==> src/rtl/ahb_des_slave_regs.sv <==
// AHB-Lite register front end for the Triple DES core: data/key/control registers,
// one-cycle start pulse, result capture, wait states on busy RESULT reads and ERROR responses.
module ahb_des_slave_regs #(
  parameter logic [31:0] BASE_ADDR = 32'hAAAA_AA00,
  parameter int          NUM_KEYS  = 3,
  parameter int          TIMEOUT   = 64,
  parameter logic        RESET_ENC = 1'b0
) (
  input  logic        HCLK,
  input  logic        HRESET,
  input  logic        HSEL,
  input  logic [31:0] HADDR,
  input  logic        HWRITE,
  input  logic [1:0]  HTRANS,
  input  logic [2:0]  HSIZE,
  input  logic        HREADY,
  input  logic [63:0] HWDATA,
  output logic [63:0] HRDATA,
  output logic        HREADYOUT,
  output logic        HRESP,
  input  logic [63:0] output_data,
  input  logic        done,
  output logic        enable,
  output logic        encryption_type,
  output logic [63:0] data,
  output logic [63:0] key1,
  output logic [63:0] key2,
  output logic [63:0] key3,
  output logic [2:0]  fsm_state
);

  typedef enum logic [2:0] {
    S_IDLE = 3'd0,
    S_DATA = 3'd1,
    S_WAIT = 3'd2,
    S_ERR1 = 3'd3,
    S_ERR2 = 3'd4
  } state_t;

  localparam logic [5:0] OFF_DATA   = 6'h00;
  localparam logic [5:0] OFF_KEY1   = 6'h08;
  localparam logic [5:0] OFF_KEY2   = 6'h10;
  localparam logic [5:0] OFF_KEY3   = 6'h18;
  localparam logic [5:0] OFF_CTRL   = 6'h20;
  localparam logic [5:0] OFF_STATUS = 6'h28;
  localparam logic [5:0] OFF_RESULT = 6'h30;
  localparam logic [5:0] OFF_HOLE   = 6'h38;
  localparam logic [7:0] TO_LAST    = 8'(TIMEOUT - 1);

  state_t      state, state_next, phase_next;
  logic [5:0]  off_q;
  logic        write_q;
  logic [7:0]  wait_cnt;
  logic        busy, done_flag, err_flag;
  logic [63:0] result;
  logic [63:0] rd_mux;

  logic [5:0]  off_a;
  logic        accept, addr_err, result_wait;
  logic        start_set, busy_next, status_w1c, data_wr;
  logic        unused_ok;

  assign unused_ok = HTRANS[0];
  assign fsm_state = state;
  assign off_a     = HADDR[5:0];

  // ERR2 completes the error response, so an address phase overlapping it is dropped.
  assign accept = HSEL & HREADY & HTRANS[1] & (HADDR[31:6] == BASE_ADDR[31:6])
                & (state != S_ERR2);

  assign data_wr    = (state == S_DATA) & write_q;
  assign start_set  = data_wr & (off_q == OFF_CTRL) & HWDATA[1] & ~busy;
  assign status_w1c = data_wr & (off_q == OFF_STATUS);
  assign busy_next  = start_set | (busy & ~done);

  // The access is judged against the busy value its data phase will see.
  assign addr_err = (HSIZE != 3'b011) | (off_a[2:0] != 3'b000) | (off_a == OFF_HOLE)
                  | (HWRITE & (off_a == OFF_RESULT))
                  | (HWRITE & (off_a < OFF_STATUS) & busy_next);
  assign result_wait = ~HWRITE & (off_a == OFF_RESULT) & busy_next;

  always_comb begin
    phase_next = S_IDLE;
    if (accept) begin
      if (addr_err)         phase_next = S_ERR1;
      else if (result_wait) phase_next = S_WAIT;
      else                  phase_next = S_DATA;
    end
  end

  always_ff @(posedge HCLK) begin
    if (HRESET) begin
      state   <= S_IDLE;
      off_q   <= 6'd0;
      write_q <= 1'b0;
    end else begin
      state <= state_next;
      if (accept) begin
        off_q   <= off_a;
        write_q <= HWRITE;
      end
    end
  end

  always_comb begin
    state_next = state;
    case (state)
      S_IDLE: state_next = phase_next;
      S_DATA: state_next = phase_next;
      S_WAIT: begin
        if (done)                     state_next = phase_next;
        else if (wait_cnt == TO_LAST) state_next = S_ERR1;
        else                          state_next = S_WAIT;
      end
      S_ERR1: state_next = S_ERR2;
      S_ERR2: state_next = S_IDLE;
      default: state_next = S_IDLE;
    endcase
  end

  always_comb begin
    rd_mux = 64'd0;
    case (off_q)
      OFF_DATA:   rd_mux = data;
      OFF_KEY1:   rd_mux = key1;
      OFF_KEY2:   rd_mux = key2;
      OFF_KEY3:   rd_mux = key3;
      OFF_CTRL:   rd_mux = {63'd0, encryption_type};
      OFF_STATUS: rd_mux = {61'd0, err_flag, done_flag, busy};
      OFF_RESULT: rd_mux = result;
      default:    rd_mux = 64'd0;
    endcase
  end

  always_comb begin
    HREADYOUT = 1'b1;
    HRESP     = 1'b0;
    HRDATA    = 64'd0;
    case (state)
      S_DATA: if (!write_q) HRDATA = rd_mux;
      S_WAIT: begin
        HREADYOUT = done;
        if (done) HRDATA = output_data;
      end
      S_ERR1: begin
        HREADYOUT = 1'b0;
        HRESP     = 1'b1;
      end
      S_ERR2: HRESP = 1'b1;
      default: ;
    endcase
  end

  always_ff @(posedge HCLK) begin
    if (HRESET) wait_cnt <= 8'd0;
    else if ((state == S_WAIT) && !done) wait_cnt <= wait_cnt + 8'd1;
    else wait_cnt <= 8'd0;
  end

  always_ff @(posedge HCLK) begin
    if (HRESET) begin
      data            <= 64'd0;
      key1            <= 64'd0;
      key2            <= 64'd0;
      key3            <= 64'd0;
      encryption_type <= RESET_ENC;
      enable          <= 1'b0;
      busy            <= 1'b0;
      done_flag       <= 1'b0;
      err_flag        <= 1'b0;
      result          <= 64'd0;
    end else begin
      enable <= start_set;
      busy   <= busy_next;
      if (data_wr) begin
        case (off_q)
          OFF_DATA: data <= HWDATA;
          OFF_KEY1: key1 <= HWDATA;
          OFF_KEY2: if (NUM_KEYS >= 2) key2 <= HWDATA;
          OFF_KEY3: if (NUM_KEYS >= 3) key3 <= HWDATA;
          OFF_CTRL: encryption_type <= HWDATA[0];
          default: ;
        endcase
      end
      // A completion in the same cycle as a W1C of done keeps done set.
      if (done && busy) done_flag <= 1'b1;
      else if (start_set || (status_w1c && HWDATA[1])) done_flag <= 1'b0;
      if (state == S_ERR1) err_flag <= 1'b1;
      else if (status_w1c && HWDATA[2]) err_flag <= 1'b0;
      if (done && busy) result <= output_data;
    end
  end

endmodule

==> config.mk <==
export PLATFORM = sky130hd
export DESIGN_NAME = ahb_des_slave_regs
export DESIGN_NICKNAME = d
export VERILOG_FILES = /design/src/rtl/ahb_des_slave_regs.sv
export SDC_FILE = /design/constraint.sdc
export NUM_CORES = 1
export LEC_CHECK = 0
export CAP_MARGIN = 25
export CELL_PAD_IN_SITES_DETAIL_PLACEMENT = 1
export CELL_PAD_IN_SITES_GLOBAL_PLACEMENT = 1
export CORE_MARGIN = 1
export CORE_UTILIZATION = 35
export DETAILED_ROUTE_END_ITERATION = 7
export PLACE_DENSITY_LB_ADDON = 0.08
export SETUP_SLACK_MARGIN = 0.1
export SLEW_MARGIN = 10
export SYNTH_ARGS = -nofsm -noshare
export SYNTH_HDL_FRONTEND = slang
export SYNTH_SLANG_ARGS = --single-unit
==> constraint.sdc <==
create_clock -name HCLK -period 4.6 [get_ports HCLK]
set_input_delay 0.92 -clock HCLK [delete_from_list [all_inputs] [get_ports HCLK]]
set_output_delay 0.92 -clock HCLK [all_outputs]
set_load 0.01 [all_outputs]
==> out/results.ini <==
[run_status]
run_status=completed

[clock_network]
cts_buffers=39
clockBufferDepth=3
htree_levels=2
cts_root_buf=clkbuf_16
cts-resized-gates=0
hold_buffers=0
cts_tree=built
clk_pin_slew_ns=0.06
post_cts_buffers=0
cts.sinks=343
clk_latency_ns=0.53

[timing]
fin_skew_ns=0.00966
holdWs_ns=0.454
worst_pin_slew_ns=1.05
hold_viol=0
drv_slew=0
rsz0062_at_grt=false
finalCritPeriodShare=0.929
slew_headroom=0.299
setup_viol=0
fin_setup_tns_ns=0
fmax_mhz=234
layout_min_cycle_time_ns=4.27

[yosys]
ys_warn_count=0
async_reset_ff_frac=0
synthCells=1863
ys_top_cells_by_count=nand2_1 (666), a21oi_1 (383), dfxtp_1 (343)
yosysTopAreaCell=dfxtp_1
synth.avg_cell_area_um2=7.78
synth_most_common_cell=nand2_1
yosysSeqAreaShare=0.474
synthTopCellsByArea=dfxtp_1 (47%), nand2_1 (17%), a21oi_1 (13%)
netlist_area_um2=14500
synth_cell_types=53
syn_nets=2035
ys_ff_latch=343
synthFlopType=dfxtp_1
synth_top_area_share=0.474
synth_edf_count=0

[power]
p_sw_mw=1.41
vdd_ir_drop_max_mv=0.234
switching_share=0.219
pwr-share-clk=0.497
power.leakage_nw=7.00
power_density_nw_per_um2=306
power.share.sequential=0.463
intPower_mw=5.01
comb_power_share=0.040

[worst_setup_path]
cpPeakStageDelay_ns=0.68
path_buf_inv=2
cp-start-kind=flop
crit_family=buffers and inverters
path_cells=or4b_1 > nor2_4 > buf_4 > a222oi_1 > a21oi_1 > a21o_1 > clkdlybuf4s50_1
cp.arrival_ns=3.35
crit_path_max_fanout=25
worst_ep_required_time_ns=3.68
cp.depth=7
worst-setup-path-type=flop to output port
r2r_cells=6
cp_slowest_cell=or4b_1
critPathCaptureType=output port

[placed_design]
dpl_cell_area_um2=19700
gp_congestion=0.819
detailed_place_hpwl_um=41900
numPortBuffers=496

[die]
ioPinCount=498
die_h_um=205
dieArea_um2=42200
initial_core_util=0.355
die_w_um=205
core_um2=40800
rows=74

[hold_path]
min_path_type=flop to flop
hold-path-cell-count=2

[final_layout]
finalNetCount=2440
fillers=4852
fin_util=0.514
stdcell_area_um2=21000
syn2layout_area_growth_pct=45.0
drive_gt1_frac=0.0497

[drt]
drcViolationCount=0
routed_wl_um=67000
vias_per_cell=5.58
routedWlPerCell_um=23.7
wl_met1_um=26900
routed.top_layer=met5
dr_total_vias=15800
dr_wl_met2_um=32700
firstDrtPassIters=5
dr.first_iter.drc_count=1119
drtAntennaViolNets=0
wl_met3_um=5020

[global_route]
grt_use_total=0.309
grt_pass1_vias=16529
grt_pass1_wl_um=99600
grt_max_degree=153
antenna_found_initial=4
overflow=0

[job]
drv_cap=0

## registers in the layout, indices dropped and copies added, names as in the netlist, 3 cells and up
name	count
key3	64
key2	64
fsm_state	3
key1	64
wait_cnt	8
result	64
data	64
off_q	6
## power groups by stage
stage	clock, mW	sequential (mW)	combinational (mW)
finish	3.19	2.97	0.258
global route	3.35	2.97	0.271
CTS	3.24	2.97	0.256
detailed placement	0	3.04	0.254
global placement	0	3.04	0.253
floorplan	0	3.04	0.0477
## kinds of logic (layout without fill, tap and decap cells)
kind of cell             after synthesis  count (layout)  share of synthesized area
flip-flops                           343             343                      0.474
XOR/XNOR                               6               6                    0.00363
multiplexers                          18              18                     0.0124
other                                  0               2                          0
AO/OA/AOI/OAI                        589             589                      0.247
buffers and inverters                160             593                     0.0552
adder cells (fa/ha/maj)                1               1                   0.000863
AND/OR/NAND/NOR                      746             746                      0.207
## area by class of cell
| class | count | area (µm²) | area share |
|---|---|---|---|
| antenna | 2 | 5.00 | 0.000238 |
| clock buffer | 53 | 1140 | 0.0543 |
| clock inverter | 16 | 160 | 0.00762 |
| inverter | 3 | 11.3 | 0.000536 |
| multi-input combinational | 1360 | 6920 | 0.329 |
| sequential | 343 | 6870 | 0.327 |
| tap | 532 | 666 | 0.0317 |
| timing repair buffer | 521 | 5240 | 0.249 |
## cells in the final DEF, fill, tap and decap left out, types with 3 or more instances in the layout
cell type / Yosys / routed
a22oi_1: 56 / 56
dfxtp_1: 343 / 343
a222oi_1: 54 / 54
bufinv_16: 0 / 3
clkbuf_1: 76 / 5
o21ai_0: 18 / 18
clkbuf_8: 0 / 7
and2_4: 0 / 5
nand2_4: 0 / 5
nor4bb_1: 4 / 3
inv_1: 3 / 3
mux2i_1: 18 / 18
a22o_1: 10 / 10
clkbuf_16: 0 / 41
nor2_1: 23 / 23
nor3_1: 4 / 4
or2_2: 3 / 3
xor2_1: 4 / 4
buf_4: 22 / 19
nand3_1: 7 / 7
nand2b_1: 3 / 3
nand2_1: 666 / 663
a21o_1: 55 / 55
buf_12: 0 / 5
clkinv_2: 0 / 11
clkdlybuf4s50_1: 0 / 495
and3_1: 5 / 4
a21oi_1: 383 / 383
## worst paths after layout
kind | startpoint | to | slack, ns
setup / recovery | off_q[1]$_SDFFE_PP0P_ | HRDATA[46] | 0.33
hold / removal | result[27]$_SDFFE_PP0P_ | result[27]$_SDFFE_PP0P_ | 0.45
setup reg to reg | off_q[1]$_SDFFE_PP0P_ | key2[9]$_SDFFE_PP0P_ | 1.56
hold reg to reg | result[27]$_SDFFE_PP0P_ | result[27]$_SDFFE_PP0P_ | 0.45
## worst reg2reg max path, cell delays in order, from the launching register on
cell and delay [ns]:
dfxtp_1 0.42, or4b_1 0.68, nor2_4 0.17, buf_4 0.40, and2_4 0.92, nand2_1 0.19, a21oi_1 0.19
## routing by layer
metal	global-route usage	vias to the layer above
li1	-	7225
met1	0.367	7841
met2	0.540	606
met3	0.0686	122
met4	0.122	6
met5	0	-
## metrics by stage
step	std cells	total power, mW	worst slack, ns
after floorplan	1863	3.08	1.77
after global placement	2757	3.29	0.678
after detailed placement	2757	3.29	0.645
after CTS	2826	6.46	0.340
after global routing	2829	6.59	0.222
final	2830	6.42	0.326
Note: power is estimated with default switching activity, not from simulation.
